$ cat src/rtl/fifo_unpack_reader.sv
// Pops wide show-ahead FIFO entries and streams them as narrow valid/ready beats, LSB slice first.
// Define FIFO_UNPACK_BEAT_COUNT_EN to add a 32-bit accepted-beat counter output.
module fifo_unpack_reader #(
    parameter int IN_WIDTH  = 64,
    parameter int OUT_WIDTH = 16
) (
    input  logic                 clk,
    input  logic                 reset,
    input  logic                 flush_en,
    input  logic                 fifo_empty,
    input  logic [IN_WIDTH-1:0]  fifo_value,
    output logic                 fifo_dequeue_en,
    output logic                 out_valid,
    output logic [OUT_WIDTH-1:0] out_data,
    output logic                 out_first,
    output logic                 out_last,
    input  logic                 out_ready,
    output logic                 idle
`ifdef FIFO_UNPACK_BEAT_COUNT_EN
    ,
    output logic [31:0]          beat_count
`endif
);

    localparam int RATIO = IN_WIDTH / OUT_WIDTH;
    localparam int BW    = $clog2(RATIO);
    localparam logic [BW-1:0] LAST_BEAT = BW'(RATIO - 1);

    localparam logic IDLE_S   = 1'b0;
    localparam logic ACTIVE_S = 1'b1;

    logic                               state_q;
    logic [BW-1:0]                      beat_q;
    logic [RATIO-1:0][OUT_WIDTH-1:0]    word_q;
    logic                               accept;
    logic                               load;

    assign out_valid = state_q == ACTIVE_S;
    assign idle      = state_q == IDLE_S;
    assign out_data  = word_q[beat_q];
    assign out_first = out_valid && beat_q == '0;
    assign out_last  = out_valid && beat_q == LAST_BEAT;
    assign accept    = out_valid && out_ready;

    // A new word is taken either from idle or in the same cycle the last beat leaves.
    assign load = !reset && !flush_en && !fifo_empty
                  && (idle || (accept && out_last));
    assign fifo_dequeue_en = load;

    always_ff @(posedge clk or posedge reset) begin
        if (reset) begin
            state_q <= IDLE_S;
            beat_q  <= '0;
        end else if (flush_en) begin
            state_q <= IDLE_S;
            beat_q  <= '0;
        end else if (load) begin
            state_q <= ACTIVE_S;
            beat_q  <= '0;
        end else if (accept) begin
            if (out_last) begin
                state_q <= IDLE_S;
                beat_q  <= '0;
            end else begin
                beat_q <= beat_q + 1'b1;
            end
        end
    end

    always_ff @(posedge clk) begin
        if (load) begin
            word_q <= fifo_value;
        end
    end

`ifdef FIFO_UNPACK_BEAT_COUNT_EN
    // Beats taken during a flush still count: the consumer did receive them.
    always_ff @(posedge clk or posedge reset) begin
        if (reset) begin
            beat_count <= '0;
        end else if (accept) begin
            beat_count <= beat_count + 32'd1;
        end
    end
`endif

    a_no_pop_when_empty: assert property (
        @(posedge clk) disable iff (reset) !(fifo_dequeue_en && fifo_empty)
    );

endmodule

$ cat config.mk
export PLATFORM = sky130hd
export DESIGN_NAME = fifo_unpack_reader
export DESIGN_NICKNAME = d
export VERILOG_FILES = /design/src/rtl/fifo_unpack_reader.sv
export SDC_FILE = /design/constraint.sdc
export NUM_CORES = 1
export LEC_CHECK = 0
export ABC_AREA = 1
export CORE_MARGIN = 4
export CORE_UTILIZATION = 35
export CTS_CLUSTER_DIAMETER = 50
export DETAILED_ROUTE_END_ITERATION = 8
export DONT_BUFFER_PORTS = 1
export HOLD_SLACK_MARGIN = 0.06
export PLACE_DENSITY = 0.58
export SYNTH_ARGS = -nofsm -noshare
export SYNTH_HDL_FRONTEND = slang
export SYNTH_SLANG_ARGS = --single-unit
$ cat constraint.sdc
create_clock -name clk -period 6.7 [get_ports clk]
set_clock_uncertainty 0.1 [all_clocks]
set_input_delay 1.34 -clock clk [delete_from_list [all_inputs] [get_ports clk]]
set_output_delay 1.34 -clock clk [all_outputs]
set_load 0.02 [all_outputs]
Word-level counts from Yosys, hierarchy flattened
Cells that the tools add are included.

Bits in registers: 67. Logic and storage cells: 35. Input bits: 69. Output and inout bits: 21.

Multiplexer cells: 10. Equal/unequal tests: 1. Bitwise operators: 1. Magnitude comparators: 1. Add/sub/neg operators: 1. Reduce and logical (&&, ||, !) cells: 15.

Operators with widths (number): $bmux 16 s2 (1); $mux 16 (1); $mux 2 (4); $logic_and 1x1->1 (7); $reduce_bool 3->1 (2); $mux 1 (4); $logic_not 1->1 (3); $lt 2x3->1 const B (1); $add 2x1->2 const B (1); $eq 2x2->1 const B (1); $logic_not 2->1 (1); $reduce_and 2->1 (1); $logic_or 1x1->1 (1); $not 1->1 (1).

Depth between registers and ports, before layout
Gate-level depths: netlist of run 1.

Depth in word-level cells: 7. Gate-level depth with buffers: 8. Gate-level depth less buffers: 6.

Worst setup path after synthesis of run 1
OpenSTA, ideal clock, no wires.

Path type: input -> output. From: input port reset. To: output port fifo_dequeue_en. Required time: 5.260 ns. Buffers on the path: 0. Cell stages on the path: 3. Arrival: 2.936 ns. Setup slack: 2.324 ns. Path through: inv_1 > nand3_1 > inv_1.

Word-level cells in the longest chain between the ends: 4.

Ends and longest elaborated chain: from (decl) (RTL line 8) `input logic reset,`; $logic_not 1->1 (no source line); $logic_and 1x1->1 (2 in a row) (RTL line 46) `assign load = !reset && !flush_en && !fifo_empty`; $logic_and 1x1->1 (RTL line 47) `&& (idle || (accept && out_last));`; to (decl) (RTL line 12) `output logic fifo_dequeue_en,`.

Every way passes these cells.

Worst setup path after layout of run 1
Ends and elaborated chain as after synthesis.

==> flow_summary.toml, run 1 <==
[pwr]
cellLeakagePower_nw = 0.9971
power_density_mw_per_mm2 = 289.1
peakVddDrop_mv = 0.2698

[yosys]
yosysUniqueCellTypes = 18
synth_top_cell_by_area = "edfxtp_1"
synthCells = 203
syn_avg_cell_area_um2 = 13.18
seq_area_frac_synth_pct = 74.65
syn_nets = 274
synth-seq-cells = 67
yosys.area.top_type_share_pct = 71.84
yosys_warnings = 0
ys_top_cells_by_area = "edfxtp_1 (72%), o21ai_1 (8.4%), nor2_1 (6.7%)"
netlist_area_mm2 = 0.002675

[cts]
ctsRootBufferMaster = "clkbuf_8"
clockBufferDepth = 2
cts_htree_levels = 3
clkTransAtPathRegs_ns = 0.07
cts_inserted_buffers = 9
clock-sinks = 67
postCtsHoldBufs = 0
cts_tree = "done"
cts_setup_buffers = 0
clk-insertion-delay-late_ns = 0.33
post_cts_resize_count = 0

[global_routing]
grt_pass1_vias = 1447
grt_max_degree = 66
use_met3_pct = 5.446
grt_use_total_pct = 11.29
grt_overflow = 0
grt_use_met1_pct = 12.12
busiest_layer = "met2"
grt_util_met2_pct = 18.66
antenna_found_initial = 0
grt_pass1_wl_um = 7293

[timing]
relSlewSlack_pct = 43.44
setup_tns_ns = 0
fin_crit_sh_pct = 55.96
setup_viol = 0
fin_crit_ns = 3.750
max_freq_mhz = 266.7
hold_viol_final = 0
worstMarginPinSlew_ns = 0.8485
rsz0062_at_grt = "no"
finalMaxSlewViolations = 0

[layout]
fin_nets = 277
regArea_mm2 = 0.001997
multi_input_area_um2 = 530.5
diodes = 0
syn_to_final_growth_pct = 8.326
fin_util_pct = 39.53
n_fill_cell = 685
drive_gt1_share_pct = 10.90

[die]
dieArea_mm2 = 0.009106
num_rows = 31
die_h_um = 95.43
die_x_um = 95.43
core_mm2 = 0.007331
pin_count = 90
initial_utilization_pct = 36.49

[placed_design]
place.gp.congestion = 0.6769
post-dp-hpwl_um = 3185
port_buffers = 0

[critical_path]
required_ns = 5.26
cpMaxStageDelayCell = "buf_4"
crit_chain = "inv_1 -> nand3_1 -> inv_2 -> buf_4"
worstSetupStartpointType = "primary input"
worst_setup_path_end_kind = "primary output"
critPathMaxFanout = 65
crit_arrival_ns = 2.31
max_stage_delay_ns = 0.65
crit_type = "in -> out"

[run_status]
status = "finished, final reports clean"

[drt]
via_per_inst = 4.726
drtIter0Drc = 93
drt_wl_total_um = 4990
vias = 1465
antenna_left = 0
firstDrtPassIters = 6
drc_errors = 0
drt-wirelength-per-cell_um = 16.10

[job]
max-cap-violations = 0

[worst_hold_path]
hold_path_class = "reg -> reg"
per-layer routing:
layer	up-vias	routed length, um	share of wire, %
li1	721	-	-
met1	685	2004	40
met2	52	2592	52
met3	7	301	6.0
met4	0	92	1.8
met5	-	0	0
cell families (layout without fill, tap and decap cells):
kind of cell	after synthesis	in the layout	synth area share, %
simple gates	64	64	9.541
flops	67	67	74.65
buf+inv	20	28	5.519
fa+ha+maj	2	2	0.9353
compound gates	50	50	9.355
cell usage in the layout (no fill, tap or decap), drive strengths merged:
cell | netlist | routed
o21ai | 49 | 49
bufinv | 0 | 1
edfxtp | 64 | 64
clkinv | 0 | 2
inv | 10 | 10
nand3 | 2 | 2
nand2 | 9 | 9
clkbuf | 0 | 13
dfrtp | 3 | 3
ha | 2 | 2
a21oi | 1 | 1
buf | 10 | 2
nor2 | 53 | 53
worst paths after layout:
check / startpoint / to / slack [ns] / depth (start not counted)
min: beat_q[1] / beat_q[1] / 0.54 / 4
min in group asynchronous: reset / beat_q[0] / 0.67 / 1
max: reset / fifo_dequeue_en / 2.95 / 4
max in group asynchronous: reset / beat_q[1] / 5.69 / 1
max reg2reg: beat_q[0] / word_q[28] / 4.24 / 7
min reg2reg: beat_q[1] / beat_q[1] / 0.54 / 4
per-stage QoR:
stage	cells	setup WS, ns	area (um^2)	hold WS (ns)	power (mW)
2_1_floorplan	203	2.324	2675	0.4968	0.5257
3_3_place_gp	294	2.941	2709	0.5238	0.5287
3_5_place_dp	294	2.905	2709	0.5324	0.5295
4_1_cts	310	2.907	2898	0.5420	0.8493
5_1_grt	310	2.718	2898	0.6078	0.8746
6_report	310	2.951	2898	0.5437	0.8379
synthesized netlist by cell type, drive strengths merged:
cell / instances
nand3: 2
dfrtp: 3
nor2: 53
edfxtp: 64
nand2: 9
o21ai: 49
inv: 10
ha: 2
buf: 10
a21oi: 1
layout make-up:
type | count | share of cell area, %
Inverter | 10 | 1.468
Multi-Input combinational cell | 116 | 18.31
Tap cell | 99 | 4.275
Sequential cell | 67 | 68.91
Timing Repair Buffer | 2 | 0.5181
Clock buffer | 13 | 5.138
Clock inverter | 3 | 1.382
state kept, by name, indices dropped and copies added, names as in the netlist:
name	cells
word_q	64
out_valid	1
beat_q	2
worst max-delay path: cells and delay by family:
family                 cells  cell delay, ns
buffers and inverters      3            0.81
and+or+nand+nor            1            0.14
power by group:
group | switching, mW | internal, mW
clock network | 0.137 | 0.181
logic | 0.0329 | 0.00799
registers | 0.00452 | 0.474
total | 0.175 | 0.663
Note: power is estimated with default switching activity, not from simulation.
==> inputs of run 2 (changes only) <==
==> constraint.sdc (replaced) <==
create_clock -name clk -period 3.5 [get_ports clk]
set_clock_uncertainty 0.1 [all_clocks]
set_input_delay 0.7 -clock clk [delete_from_list [all_inputs] [get_ports clk]]
set_output_delay 0.7 -clock clk [all_outputs]
set_load 0.02 [all_outputs]
==> run 2 against run 1 <==
  * Sequential power grew 91%
  * Sequential share of layout area stayed put
  * Register-to-register slack got worse by 2.9 ns
  * Core utilization stayed put
  * Clock-buffer cell count is the same
  * Via count increased by 0.75%
  * Critical path depth stayed put
  * Critical path type unchanged
  * Critical endpoint unchanged
  * Largest cell class unchanged
  * Largest power group unchanged
==> flow_summary.toml, run 2 (same netlist as run 1, synthesis figures left out) <==
[run_status]
status = "finished, final reports clean"

[timing]
timing.hold.ws_ns = 0.3523
relSlewSlack_pct = 61.74
rsz0062_at_grt = "no"
setup_tns_ns = 0
fin_crit_sh_pct = 81.82
setup_viol = 0
max_freq_mhz = 349.2
hold_viol_final = 0
finalMaxSlewViolations = 0
worstMarginPinSlew_ns = 0.5730
fin_crit_ns = 2.864

[layout]
top_register = "word_q"
largest_reg_flops = 64
diodes = 0
fin_nets = 278
mostFrequentLayoutCells = "edfxtp_1 (64), nor2_1 (48), o21ai_1 (45)"
syn_to_final_growth_pct = 8.326
fin_cells = 311
drive_gt1_share_pct = 10.85
layout_commonest_cell = "edfxtp_1"

[placed_design]
port_buffers = 0
place.gp.congestion = 0.7028
post-dp-hpwl_um = 3312
dp_cells = 294

[worst_hold_path]
min-delay-start = "fifo_value[38]"
hold_path_class = "in -> reg"

[critical_path]
cpMaxStageDelayCell = "dlygate4sd3_1"
cp.buffers_inverters = 3
critPathLaunch = "reset"
r2r_end = "word_q[37]"
required_ns = 2.70
worst_setup_path_end_kind = "primary output"
crit_type = "in -> out"
critical_path.top_delay_family = "buffers and inverters"
max_stage_delay_ns = 0.54
crit_arrival_ns = 2.06
timing.rr.start = "beat_q[1]"
crit_chain = "dlygate4sd3_1 -> inv_1 -> nand3_1 -> inv_2"
critPathMaxFanout = 24
r2r_slack_ns = 1.35
crit_cells = 4
r2r_cells = 6
worstSetupStartpointType = "primary input"
endpoint = "fifo_dequeue_en"

[global_routing]
grt_pass1_vias = 1401
grt_overflow = 0
grt_max_degree = 43
grt_pass1_wl_um = 7527
grt_use_total_pct = 11.71
antenna_found_initial = 0

[die]
die_h_um = 95.43
dieArea_mm2 = 0.009106
initial_utilization_pct = 36.49
pin_count = 90
num_rows = 31
die_x_um = 95.43
core_mm2 = 0.007331

[cts]
cts_htree_levels = 3
ctsRootBufferMaster = "clkbuf_8"
cts_tree = "done"
clk-insertion-delay-late_ns = 0.33
clock-sinks = 67
clockBufferDepth = 2
cts_inserted_buffers = 9
clkTransAtPathRegs_ns = 0.07

[pwr]
power_mw = 1.536
cellLeakagePower_nw = 0.9903
power_density_mw_per_mm2 = 530.2
peakVddDrop_mv = 0.3248

[drt]
drtIter0Drc = 121
antenna_left = 0
firstDrtPassIters = 4
drt-wirelength-per-cell_um = 16.13
via_per_inst = 4.746
drt_wl_total_um = 5016
vias = 1476
drc_errors = 0

[job]
max-cap-violations = 0
==> run 2: cell count changes in the layout (fill, tap and decap cells not counted) <==
cell,before,now
buf_12,0,1
clkinvlp_4,0,1
buf_4,2,1
dlygate4sd3_1,0,1
bufinv_16,1,0
==> run 2: how the worst min path moves through the flow <==
stage	to	slack, ns	depth (start not counted)
after CTS	word_q[54]	0.33	0
after detailed placement	out_valid	0.38	1
after global placement	out_valid	0.37	1
after floorplan	beat_q[0]	0.36	1
final	word_q[38]	0.35	0
after global routing	word_q[17]	0.33	0
==> run 2: power by group <==
part / total (mW) / internal [mW] / switching (mW) / leakage [nW]
combinational: 0.0812 / 0.0173 / 0.0639 / 0.281
sequential: 0.915 / 0.906 / 0.00851 / 0.626
clock: 0.540 / 0.275 / 0.266 / 0.0834
total: 1.54 / 1.20 / 0.338 / 0.990
==> run 2: layout make-up <==
class | count | area [um^2]
clock buffers | 13 | 148.9
well taps | 99 | 123.9
repair buffers | 3 | 37.54
clock inverters | 3 | 17.52
inverters | 10 | 42.54
multi-input cells | 116 | 530.5
flip-flops and latches | 67 | 1997
fillers | 700 | 4433
==> run 2: worst reg2reg max path: stages (launching register included) <==
cell	delay [ns]
dfrtp_1	0.39
ha_1	0.21
nand2_1	0.07
nand2_1	0.07
nand3_1	0.17
inv_2	0.48
buf_12	0.31
==> run 2: what timing repair did <==
action	CTS	global route
hold buffers	1	0
buffers inserted	0	0
endpoints found under the hold margin	3	0
endpoints found under the setup margin	0	0
resized for setup	0	0
==> run 2: routing by layer <==
layer  up-vias  share of wire [%]  global-route usage (%)
met3         9                6.4                   5.051
met1       702                 39                   12.60
li1        720                  -                       -
met4         0                2.2                   6.398
met2        45                 53                   19.36
met5         -                  0                       0
==> run 2: metrics by stage <==
| stage | worst slack [ns] | instance area [um^2] | utilization (%) |
|---|---|---|---|
| after floorplan | 0.4044 | 2675 | - |
| after global placement | 1.221 | 2721 | 37.12 |
| after detailed placement | 1.193 | 2721 | 37.12 |
| after CTS | 0.6266 | 2898 | 39.53 |
| after global routing | 0.5043 | 2898 | 39.53 |
| final | 0.6364 | 2898 | 39.53 |
